==> config.mk <==
export PLATFORM = sky130hd
export DESIGN_NAME = led_scan_ctrl
export DESIGN_NICKNAME = d
export VERILOG_FILES = /design/src/rtl/led_scan_ctrl.sv
export SDC_FILE = /design/constraint.sdc
export NUM_CORES = 1
export LEC_CHECK = 0
export ABC_AREA = 1
export BUFFER_PORTS_ARGS = -buffer_cell sky130_fd_sc_hd__buf_4
export CORE_ASPECT_RATIO = 2
export CORE_MARGIN = 2
export CORE_UTILIZATION = 50
export DETAILED_ROUTE_END_ITERATION = 8
export GPL_TIMING_DRIVEN = 0
export PLACE_DENSITY = 0.75
export SLEW_MARGIN = 20
export SYNTH_ARGS = -nofsm -noshare
export SYNTH_HDL_FRONTEND = slang
export SYNTH_SLANG_ARGS = --single-unit
==> constraint.sdc <==
create_clock -name clk -period 2.4 [get_ports clk]
set_clock_uncertainty 0.15 [all_clocks]
set_input_delay 0.36 -clock clk [delete_from_list [all_inputs] [get_ports clk]]
set_output_delay 0.36 -clock clk [all_outputs]
set_load 0.01 [all_outputs]
==> src/rtl/led_scan_ctrl.sv <==
// led_scan_ctrl: 8-position seven-segment scan sequencer (select, mux enable, active-low anodes).
// Latency: all outputs registered; en response is one cycle; rst_n clears outputs asynchronously.
// Backpressure: none; free-running scan while en=1, forced dark while en=0.
//
// Ports:
//   clk, rst_n     system clock (rising edge), asynchronous active-low reset
//   en             display enable; 0 forces OFF (dark, sel=0)
//   blink_mask     bit i=1 blinks position i (only with LED_SCAN_BLINK_EN defined)
//   sel            digit select to the 8:1 multiplexer
//   mux_en         multiplexer enable; 0 makes the mux emit blank code
//   an             digit anodes, active-low, one-hot-low or all-high
//   frame_tick     one-cycle pulse on the first GUARD cycle after sel wraps 7->0
//
// Optional feature macro: LED_SCAN_BLINK_EN (frame counter + blink phase).
// Each digit slot is GUARD all-off cycles followed by DIV lit cycles; frame = 8*(GUARD+DIV).

module led_scan_ctrl #(
  parameter int DIV          = 50000,
  parameter int GUARD        = 16,
  parameter int BLINK_FRAMES = 64
) (
  input  logic       clk,
  input  logic       rst_n,
  input  logic       en,
  input  logic [7:0] blink_mask,
  output logic [2:0] sel,
  output logic       mux_en,
  output logic [7:0] an,
  output logic       frame_tick
);

  localparam int DW = (DIV > 1) ? $clog2(DIV) : 1;
  localparam int GW = $clog2(GUARD + 1);
  localparam logic [DW-1:0] DLAST = DW'(DIV - 1);
  localparam logic [GW-1:0] GLAST = GW'(GUARD - 1);

  typedef enum logic [1:0] {S_OFF, S_GUARD, S_ON} state_t;

  state_t        r_state;
  state_t        w_state_nxt;
  logic [DW-1:0] r_dcnt;
  logic [DW-1:0] w_dcnt_nxt;
  logic [GW-1:0] r_gcnt;
  logic [GW-1:0] w_gcnt_nxt;
  logic [2:0]    w_sel_nxt;
  logic          w_wrap;
  logic          w_blank;
  logic [7:0]    w_an_nxt;

  // Next-state logic. Outputs are derived from the next state so that
  // the registered outputs always describe the state being entered.
  always_comb begin
    w_state_nxt = r_state;
    w_dcnt_nxt  = r_dcnt;
    w_gcnt_nxt  = r_gcnt;
    w_sel_nxt   = sel;
    w_wrap      = 1'b0;
    if (!en) begin
      w_state_nxt = S_OFF;
      w_dcnt_nxt  = '0;
      w_gcnt_nxt  = '0;
      w_sel_nxt   = '0;
    end else begin
      case (r_state)
        S_OFF: begin
          w_state_nxt = S_GUARD;
          w_dcnt_nxt  = '0;
          w_gcnt_nxt  = '0;
          w_sel_nxt   = '0;
        end
        S_GUARD: begin
          if (r_gcnt == GLAST) begin
            w_state_nxt = S_ON;
            w_gcnt_nxt  = '0;
            w_dcnt_nxt  = '0;
          end else begin
            w_gcnt_nxt  = r_gcnt + 1'b1;
          end
        end
        S_ON: begin
          if (r_dcnt == DLAST) begin
            // sel advances on the same edge the anode goes dark
            w_state_nxt = S_GUARD;
            w_dcnt_nxt  = '0;
            w_gcnt_nxt  = '0;
            w_sel_nxt   = sel + 3'd1;
            w_wrap      = (sel == 3'd7);
          end else begin
            w_dcnt_nxt  = r_dcnt + 1'b1;
          end
        end
        default: begin
          w_state_nxt = S_OFF;
          w_dcnt_nxt  = '0;
          w_gcnt_nxt  = '0;
          w_sel_nxt   = '0;
        end
      endcase
    end
  end

`ifdef LED_SCAN_BLINK_EN
  localparam int FW = (BLINK_FRAMES > 1) ? $clog2(BLINK_FRAMES) : 1;
  localparam logic [FW-1:0] FLAST = FW'(BLINK_FRAMES - 1);

  logic [FW-1:0] r_fcnt;
  logic          r_blink_phase;

  // Counts frame wraps; the phase flips every BLINK_FRAMES frames. It is
  // updated on the wrap edge, so it is settled before position 0 lights.
  always_ff @(posedge clk or negedge rst_n) begin
    if (!rst_n) begin
      r_fcnt        <= '0;
      r_blink_phase <= 1'b0;
    end else if (!en) begin
      r_fcnt        <= '0;
      r_blink_phase <= 1'b0;
    end else if (w_wrap) begin
      if (r_fcnt == FLAST) begin
        r_fcnt        <= '0;
        r_blink_phase <= ~r_blink_phase;
      end else begin
        r_fcnt        <= r_fcnt + 1'b1;
      end
    end
  end

  assign w_blank = r_blink_phase & blink_mask[w_sel_nxt];
`else
  logic w_unused_blink;
  assign w_unused_blink = ^blink_mask;
  assign w_blank        = 1'b0;
`endif

  assign w_an_nxt = ((w_state_nxt == S_ON) && !w_blank) ? ~(8'h01 << w_sel_nxt) : 8'hFF;

  always_ff @(posedge clk or negedge rst_n) begin
    if (!rst_n) begin
      r_state    <= S_OFF;
      r_dcnt     <= '0;
      r_gcnt     <= '0;
      sel        <= '0;
      mux_en     <= 1'b0;
      an         <= 8'hFF;
      frame_tick <= 1'b0;
    end else begin
      r_state    <= w_state_nxt;
      r_dcnt     <= w_dcnt_nxt;
      r_gcnt     <= w_gcnt_nxt;
      sel        <= w_sel_nxt;
      mux_en     <= (w_state_nxt != S_OFF);
      an         <= w_an_nxt;
      frame_tick <= w_wrap;
    end
  end

endmodule

==> flow_metrics.tcl <==
set metrics [dict create \
    grt_pass1_wl_mm 6.50 \
    drc 0 \
    die_x_um 49.0 \
    synth_top_area_cell "dfrtp_1" \
    cp-end-kind "flip-flop" \
    worstSetupPathType "flip-flop to flip-flop" \
    hpwl_mm 2.91 \
    num-fill-cells 365 \
    areaGrowthSynthToFinish_pct 13.8 \
    layout-drive-gt1-share_pct 25.9 \
    antenna_cells 0 \
    multi_input_area_um2 940 \
    cp-start-kind "flip-flop" \
    r2r_start "r_state[1]$_DFF_PN0_" \
    first_iter_violations 24 \
    path_cells "inv_1 -> ha_1 -> nand2_1 -> inv_1 -> nand2_4 -> nand2_2 -> nor2_4 -> nand2_1 -> nor3_2 -> a21oi_1" \
    ys_seq_area_share_pct 44.9 \
    final_cell_mix "55 x nand2_1, 35 x inv_1, 28 x dfrtp_1, 19 x nor2_1, 16 x buf_4" \
    core_area_um2 3880 \
    vdd_drop_max_v 0.000412 \
    period_minus_slack_ps 1980 \
    cts_buffer_depth 2 \
    tritoncts "built" \
    max_stage_delay_ps 410 \
    antenna_found_initial 0 \
    numCtsBuffers 5 \
    initial_core_util_pct 52.2 \
    powerDensity_nw_per_um2 481 \
    final_nets 288 \
    hp-class "input pin to flip-flop" \
    ys_types 31 \
    vias 1571 \
    finalSetupTns_ps 0 \
    status "finished clean" \
    syn_nets 265 \
    worstSkewPairLatency_ps 290 \
    dieHeight_um 94.0 \
    regArea_um2 911 \
    ff2ff_path_depth 10 \
    post-cts-setup-buffers 0 \
    die_area_um2 4610 \
    cts-root-buf "clkbuf_8" \
    timing_hold_violations_final 0 \
    worstMarginPinSlew_ps 451 \
    yosys_warnings 0 \
    drv_slew 0 \
    clock.fmax_ghz 0.505 \
    place.port_buffers 15 \
    synth_seq_cells 36 \
    hold_start "en" \
    grt_pass1_vias 1551 \
    cp_data_required_time_ps 2420 \
    crit_start "r_state[1]$_DFF_PN0_" \
    syn_area_um2 2030 \
    crit_fanout 9 \
    gp_routability_congestion 0.826 \
    path_clk_slew_ps 70 \
    viasPerCell 4.89 \
    grt_max_degree 37 \
    setup-violations-final 0 \
    netlist.area_leader.share_pct 34.6 \
    synth_area_leaders "dfrtp_1 35%, dfstp_2 10%, nand2_1 10%" \
    dr.pass1.iters 4 \
    syn_avg_cell_area_um2 8.24 \
    postRouteAntennaNets 0 \
    hold-worst-slack_ps 325 \
    routed_wl_mm 3.79 \
    final.period_utilization_pct 82.4 \
    netlist_instances 246 \
    cts_resized 0 \
    ioPinCount 24 \
    row_count 32 \
    arrival_ps 2000 \
    route.detailed.wl_per_inst_um 11.8 \
    ctsHtreeMaxLevel 2 \
    slew_headroom_pct 69.9 \
    hold_depth 5 \
    power.leakage_uw 0.00114 \
    grt_overflow_total 0 \
    final_common_cell "nand2_1" \
    grt_use_total_pct 18.5 \
    max_cap_violations 0 \
    clock_sinks 36 \
    rsz0062_at_grt "no" \
    crit_slowest_cell "dfrtp_1" \
]
-- metal layers --
| metal | up-vias | part of all wire [%] | global-route usage, % |
|---|---|---|---|
| li1 | 813 | - | - |
| met1 | 720 | 39 | 17.5 |
| met2 | 27 | 56 | 35.6 |
| met3 | 11 | 2.0 | 3.34 |
| met4 | 0 | 3.6 | 11.4 |
| met5 | - | 0 | 0 |
-- cells by family (layout without fill, tap and decap cells) --
family / after synthesis / count (layout) / synth area share, %
AND/OR/NAND/NOR: 127 / 127 / 31.9
adder cells (fa/ha/maj): 8 / 8 / 4.94
flip-flops: 36 / 36 / 44.9
multiplexers: 1 / 1 / 0.556
buffers and inverters: 44 / 68 / 8.70
XOR/XNOR: 4 / 4 / 1.73
AO/OA/AOI/OAI: 26 / 26 / 7.28
-- layout make-up --
cell class | instances | share of cell area [%]
multi-input cells | 166 | 40.7
flip-flops and latches | 36 | 39.5
inverters | 42 | 6.84
repair buffers | 16 | 5.32
clock buffers | 6 | 3.58
well taps | 51 | 2.77
plain buffers | 2 | 0.814
clock inverters | 2 | 0.434
-- metrics by stage --
| step | utilization [%] | setup slack (ps) | cell area, um2 | cells | total power (uW) |
|---|---|---|---|---|---|
| global placement | 56.7 | 446 | 2200 | 312 | 678 |
| finish | 59.4 | 421 | 2310 | 321 | 1110 |
| floorplan | - | 708 | 2030 | 246 | 654 |
| CTS | 59.4 | 408 | 2310 | 321 | 1120 |
| detailed placement | 56.7 | 427 | 2200 | 312 | 679 |
| global route | 59.4 | 241 | 2310 | 321 | 1150 |
-- worst paths after layout --
path | endpoint | slack, ps
hold / removal | frame_tick$_DFF_PN0_ | 330
hold reg to reg | r_gcnt[4]$_DFFE_PN0P_ | 380
setup reg to reg | r_dcnt[11]$_DFFE_PN0P_ | 420
setup / recovery | r_dcnt[11]$_DFFE_PN0P_ | 420
max in group asynchronous | an[1]$_DFF_PN1_ | 1330
min in group asynchronous | r_state[0]$_DFF_PN0_ | 410
-- cell usage after synthesis --
| cell | n |
|---|---|
| nand2_1 | 55 |
| inv_1 | 35 |
| dfrtp_1 | 28 |
| nor2_1 | 19 |
| nand3_1 | 14 |
| a21oi_1 | 13 |
| nand2_2 | 13 |
| dfstp_2 | 8 |
| ha_1 | 8 |
| nor3_1 | 7 |
| inv_2 | 5 |
| nor2_4 | 5 |
| o21ai_1 | 5 |
| xor2_1 | 4 |
| nand2_4 | 3 |
| nor2_2 | 3 |
| nor3_2 | 3 |
| a31oi_1 | 2 |
| clkinv_1 | 2 |
| nand4_1 | 2 |
| o21ai_0 | 2 |
| a21oi_2 | 1 |
| a22o_1 | 1 |
| a2bb2oi_1 | 1 |
| buf_4 | 1 |
| buf_6 | 1 |
| mux2_2 | 1 |
| nand3_2 | 1 |
| nand3b_1 | 1 |
| nand4_2 | 1 |
| o21ai_2 | 1 |
-- timing repair --
item	in CTS	in global routing
hold buffers	1	0
endpoints found under the hold margin	28	0
setup endpoints to repair	0	0
-- sequential cells by signal, summed over array words and instances, names as in the netlist --
name / cells
r_dcnt: 16
sel: 3
mux_en: 1
r_gcnt: 5
an: 8
r_state: 2
frame_tick: 1
-- worst max-delay path, delay by kind of cell (launching register included) --
| kind | cells | cell delay [ps] |
|---|---|---|
| simple gates | 6 | 770 |
| flops | 1 | 410 |
| fa+ha+maj | 1 | 270 |
| buf+inv | 2 | 170 |
| compound gates | 1 | 100 |
-- power breakdown --
part	internal (uW)	total (uW)	switching [uW]
Sequential	611	614	2.71
Clock	229	441	212
Combinational	16.3	54.4	38.1
Total	856	1110	252
No activity file was read; power rests on OpenSTA's default activity.
